--- src/rtl/obstacle_collision_ctrl.sv ---
// Player/obstacle collision detector and per-frame game FSM (lives, invulnerability, score).
// Optional build macro COLLISION_FLASH_EN enables the player blink output during invulnerability.
module obstacle_collision_ctrl #(
  parameter int N_OBST        = 3,
  parameter int LIVES         = 3,
  parameter int INVULN_FRAMES = 120,
  parameter int SCORE_DIV     = 60,
  parameter int SCORE_W       = 16
) (
  input  logic               i_clk,
  input  logic               i_rst,
  input  logic               i_v_sync,
  input  logic               i_de,
  input  logic               i_player_hit,
  input  logic [N_OBST-1:0]  i_obstacle_hit,
  input  logic               i_start,
  output logic [3:0]         o_lives,
  output logic [SCORE_W-1:0] o_score,
  output logic [1:0]         o_state,
  output logic               o_game_over,
  output logic               o_hit_pulse,
  output logic               o_flash
);

  localparam int CNT_RAW = $clog2(INVULN_FRAMES + 1);
  localparam int CNT_W   = (CNT_RAW < 4) ? 4 : CNT_RAW;
  localparam int PRE_W   = (SCORE_DIV > 1) ? $clog2(SCORE_DIV) : 1;

  typedef enum logic [1:0] {
    IDLE   = 2'd0,
    PLAY   = 2'd1,
    INVULN = 2'd2,
    OVER   = 2'd3
  } state_t;

  state_t             state_q, state_d;
  logic [3:0]         lives_q, lives_d;
  logic [SCORE_W-1:0] score_q, score_d;
  logic [PRE_W-1:0]   pre_q, pre_d;
  logic [CNT_W-1:0]   cnt_q, cnt_d;
  logic               hit_q, hit_d;
  logic               over_q;
  logic               vsync_d;
  logic               coll_flag, coll_d;
  logic               tick, coll_now, start_go;

  assign tick     = i_v_sync & ~vsync_d;
  assign coll_now = i_de & i_player_hit & (|i_obstacle_hit);
  assign start_go = ((state_q == IDLE) || (state_q == OVER)) & i_start;

  // A collision on the tick cycle seeds the next frame's flag; a restart clears it.
  always_comb begin
    coll_d = coll_flag | coll_now;
    if (start_go)  coll_d = 1'b0;
    else if (tick) coll_d = coll_now;
  end

  always_comb begin
    state_d = state_q;
    lives_d = lives_q;
    score_d = score_q;
    pre_d   = pre_q;
    cnt_d   = cnt_q;
    hit_d   = 1'b0;
    case (state_q)
      IDLE, OVER: begin
        if (i_start) begin
          state_d = PLAY;
          lives_d = 4'(LIVES);
          score_d = '0;
          pre_d   = '0;
        end
      end
      PLAY, INVULN: begin
        if (tick) begin
          // Survival score advances on every live frame, including the one that costs a life.
          if (pre_q == PRE_W'(SCORE_DIV - 1)) begin
            pre_d   = '0;
            score_d = (score_q == '1) ? score_q : score_q + 1'b1;
          end else begin
            pre_d = pre_q + 1'b1;
          end
          if (state_q == PLAY) begin
            if (coll_flag) begin
              hit_d   = 1'b1;
              lives_d = lives_q - 4'd1;
              if (lives_q == 4'd1) begin
                state_d = OVER;
              end else begin
                state_d = INVULN;
                cnt_d   = CNT_W'(INVULN_FRAMES);
              end
            end
          end else begin
            cnt_d = cnt_q - 1'b1;
            if (cnt_q == CNT_W'(1)) state_d = PLAY;
          end
        end
      end
      default: state_d = IDLE;
    endcase
  end

  always_ff @(posedge i_clk or posedge i_rst) begin
    if (i_rst) begin
      state_q   <= IDLE;
      lives_q   <= '0;
      score_q   <= '0;
      pre_q     <= '0;
      cnt_q     <= '0;
      hit_q     <= 1'b0;
      over_q    <= 1'b0;
      vsync_d   <= 1'b0;
      coll_flag <= 1'b0;
    end else begin
      state_q   <= state_d;
      lives_q   <= lives_d;
      score_q   <= score_d;
      pre_q     <= pre_d;
      cnt_q     <= cnt_d;
      hit_q     <= hit_d;
      over_q    <= (state_d == OVER);
      vsync_d   <= i_v_sync;
      coll_flag <= coll_d;
    end
  end

`ifdef COLLISION_FLASH_EN
  // Bit 3 of the remaining-frame count gives an 8-frame on / 8-frame off blink.
  logic flash_q;
  always_ff @(posedge i_clk or posedge i_rst) begin
    if (i_rst) flash_q <= 1'b0;
    else       flash_q <= (state_d == INVULN) & cnt_d[3];
  end
  assign o_flash = flash_q;
`else
  assign o_flash = 1'b0;
`endif

  assign o_state     = state_q;
  assign o_lives     = lives_q;
  assign o_score     = score_q;
  assign o_game_over = over_q;
  assign o_hit_pulse = hit_q;

endmodule
--- config.mk ---
export PLATFORM = sky130hd
export DESIGN_NAME = obstacle_collision_ctrl
export DESIGN_NICKNAME = d
export VERILOG_FILES = /design/src/rtl/obstacle_collision_ctrl.sv
export SDC_FILE = /design/constraint.sdc
export NUM_CORES = 1
export LEC_CHECK = 0
export CAP_MARGIN = 20
export CORE_MARGIN = 4
export CORE_UTILIZATION = 45
export CTS_CLUSTER_DIAMETER = 100
export DETAILED_ROUTE_END_ITERATION = 12
export PLACE_DENSITY = 0.71
export SYNTH_ARGS = -nofsm -noshare
export SYNTH_HDL_FRONTEND = slang
export SYNTH_SLANG_ARGS = --single-unit
--- constraint.sdc ---
create_clock -name i_clk -period 2.4 [get_ports i_clk]
set_input_delay 0.48 -clock i_clk [delete_from_list [all_inputs] [get_ports i_clk]]
set_output_delay 0.48 -clock i_clk [all_outputs]
set_load 0.05 [all_outputs]
==> impl_metrics.env <==
export IMPL_overflow=0
export IMPL_vias=1981
export IMPL_via_per_inst=5.676
export IMPL_drv_slew=0
export IMPL_crit_fanout=5
export IMPL_grt_max_degree=40
export IMPL_place_gp_congestion=0.8080
export IMPL_crit_buf_inv=0
export IMPL_fillers=429
export IMPL_reg2reg_slack_ns=0.07
export IMPL_ys_seq_area_share_pct=42.65
export IMPL_post_route_util_pct=61.38
export IMPL_diodes=0
export IMPL_rr_worst_depth=5
export IMPL_placed_area_um2=2765
export IMPL_grt_setup_unrepaired="true"
export IMPL_hold_end="cnt_q[0]"
export IMPL_fp_dieW_um=79.31
export IMPL_start_util_pct=47.51
export IMPL_drc=0
export IMPL_final_hold_viol_count=0
export IMPL_root_buffer="clkbuf_8"
export IMPL_ir_worst_vdd_mv=0.8801
export IMPL_synth_main_ff_cell="dfrtp_1"
export IMPL_core_area_um2=4817
export IMPL_worst_slew_margin_rel_pct=54.01
export IMPL_area_growth_pct=29.20
export IMPL_yosysWarnings=0
export IMPL_cts_tree="done"
export IMPL_wl_per_cell_um=15.63
export IMPL_cpPeakStageDelay_ns=0.54
export IMPL_worstPathCellList="ha_4 > or3b_4 > o41a_1 > or4_1 > a21oi_2"
export IMPL_h_tree_depth=2
export IMPL_drtIter0Drc=142
export IMPL_ys_seq_elements=39
export IMPL_rows=25
export IMPL_hold_class="reg -> reg"
export IMPL_setup_viol=0
export IMPL_fin_crit_sh_pct=97.16
export IMPL_max_clock_path_buffers=2
export IMPL_synthesis_area_um2=2288
export IMPL_async_flop_share_pct=100.0
export IMPL_antenna_left=0
export IMPL_critPathLaunchType="flop"
export IMPL_cp_top_family="simple AND/OR/NAND/NOR gates"
export IMPL_p_leak_nw=1.178
export IMPL_r2r_start="o_state[1]"
export IMPL_finalInstanceArea_um2=2957
export IMPL_avgSynthCellArea_um2=9.656
export IMPL_seq_area_um2=978.4
export IMPL_final_nets=298
export IMPL_p_per_area_nw_per_um2=1084
export IMPL_numCtsBuffers=5
export IMPL_synthCells=237
export IMPL_drt_total_wl_mm=5.454
export IMPL_cap_violations=0
export IMPL_cp_arrival_ns=2.55
export IMPL_rr_endpoint="o_score[10]"
export IMPL_grt_first_pass_wirelength_mm=9.239
export IMPL_fp_dieH_um=79.31
export IMPL_clock_fmax_mhz=428.9
export IMPL_period_needed_ns=2.332
export IMPL_clock_skew_ns=0.005879
export IMPL_clock_latency_ns=0.29
export IMPL_critPathSlowestCell="or4_1"
export IMPL_grt_pass1_vias=1917
export IMPL_crit_type="reg -> reg"
export IMPL_syn_nets=254
export IMPL_io_pins=34
export IMPL_antenna_found_initial=0
export IMPL_first_pass_iters=4
export IMPL_synth_distinct_cells=47
export IMPL_multi_input_area_um2=1287
export IMPL_tightest_slew_ns=0.6846
export IMPL_cp_end_kind="flop"
export IMPL_dp_hpwl_mm=3.728
export IMPL_outcome="completed"
export IMPL_path_clk_slew_ns=0.08
export IMPL_drive_gt1_share_pct=17.38
export IMPL_clock_sinks=39
export IMPL_synth_edf_count=0
export IMPL_holdPathStages=1
export IMPL_die_area_um2=6290
export IMPL_cp_required_ns=2.61
export IMPL_worstHoldStart="cnt_q[0]"
export IMPL_grtUsageTotal_pct=18.40
export IMPL_place_port_buffers=32
export IMPL_cts_hold_buf=0
## worst register-to-register path: cells and delay by family (launching register included)
| family | cells | cell delay (ns) |
|---|---|---|
| fa+ha+maj | 1 | 0.25 |
| flops | 1 | 0.45 |
| compound gates | 2 | 0.62 |
| simple gates | 2 | 0.93 |
## cell families (layout without fill, tap and decap cells)
logic type                 Yosys count  in the layout  share of synthesized area, %
AOI/OAI and AO/OA                   46             47                         15.31
xor gates and xnor gates             4              4                         1.531
adders and majority gates            8              8                         4.374
buffers and inverters               21             65                         4.155
DFF                                 39             39                         42.65
muxes                               14             14                         6.288
other                                1              1                        0.1639
and+or+nand+nor                    104            104                         25.53
## Yosys cell counts (2+ instances only)
library cell / number / area, um2
buf_4: 2 / 15.01
nand2b_1: 11 / 68.82
a2111oi_2: 2 / 30.03
mux2_2: 3 / 33.78
nand4_1: 5 / 31.28
nor3_1: 6 / 30.03
o211ai_1: 2 / 15.01
mux2i_1: 11 / 110.1
nor3b_1: 2 / 15.01
nor4_1: 2 / 12.51
and2_1: 6 / 37.54
and4_1: 3 / 26.28
nor2b_1: 2 / 12.51
o31ai_1: 9 / 67.56
nand3_1: 18 / 90.09
a21oi_1: 11 / 55.05
o311ai_0: 2 / 17.52
and3_1: 2 / 12.51
nand2_1: 23 / 86.33
dfrtp_1: 39 / 975.9
ha_1: 8 / 100.1
clkbuf_1: 7 / 26.28
a211oi_1: 5 / 37.54
inv_1: 10 / 37.54
o21ai_0: 5 / 25.02
or3_1: 6 / 37.54
xor2_1: 4 / 35.03
or3b_2: 2 / 17.52
or4_1: 5 / 37.54
a211oi_2: 3 / 37.54
nor2_1: 5 / 18.77
## worst max path at each step
stage               slack [ns]        from  cells past startpoint          end
global route            -0.006  o_state[0]                      6  o_score[10]
CTS                       0.03  o_state[0]                      6  o_score[10]
finish                    0.07  o_state[1]                      5  o_score[10]
detailed placement       -0.25    i_v_sync                      6  o_score[11]
floorplan                -0.05  o_state[0]                      8   o_score[0]
global placement         -0.21    i_v_sync                      6   o_score[5]
## cell usage in the layout, fill, tap and decap left out, types with 4 or more instances in the layout
cell / Yosys / routed
a21oi_1: 11 / 8
or4_1: 5 / 4
clkbuf_8: 0 / 5
clkdlybuf4s50_1: 0 / 32
inv_1: 10 / 9
and2_1: 6 / 6
o31ai_1: 9 / 8
or3_1: 6 / 6
mux2i_1: 11 / 11
nand2b_1: 11 / 11
xor2_1: 4 / 4
a211oi_1: 5 / 4
buf_4: 2 / 15
nand3_1: 18 / 18
a211oi_2: 3 / 4
ha_1: 8 / 7
nand4_1: 5 / 5
nand2_1: 23 / 23
dfrtp_1: 39 / 37
nor3_1: 6 / 6
o21ai_0: 5 / 5
nor2_1: 5 / 5
## per-layer routing
metal,routed length (um),GRT usage [%],vias up
met2,2755,29.80,39
met1,2504,25.04,973
met3,156,3.968,4
li1,-,-,965
met4,37,4.639,0
met5,0,0,-
## area by class of cell
class,instances,share of cell area [%]
Multi-Input combinational cell,178,43.55
Inverter,10,1.270
Tap cell,67,2.835
Clock buffer,5,2.328
Clock inverter,3,2.285
Sequential cell,39,33.09
Timing Repair Buffer,47,14.64
## where the power goes
part	switching, mW	internal [mW]
combinational	0.945	0.605
clock	0.240	0.415
sequential	0.176	0.825
## flip-flops by register name, indices dropped and copies added (netlist names)
name and count:
cnt_q 7, coll_flag 1, o_game_over 1, o_hit_pulse 1, o_lives 4, o_score 16, o_state 2, pre_q 6
vsync_d 1
## per-stage QoR
step	instances	hold WS (ns)	setup WS [ns]	total power, mW	setup TNS, ns
finish	349	0.5312	0.06828	3.205	0
global route	349	0.5782	-0.006437	3.444	-0.01233
CTS	347	0.5366	0.03131	3.192	0
detailed placement	339	0.5209	-0.2495	2.520	-3.185
global placement	339	0.5090	-0.2050	2.477	-2.609
floorplan	237	0.4846	-0.04661	2.069	-0.2937
## repair_timing
action,4_1_cts,5_1_grt
pin swaps,1,1
setup buffers,0,1
cloned,0,1
gates resized for setup,0,7
endpoints found under the setup margin,1,9
No activity file was read; power rests on OpenSTA's default activity.
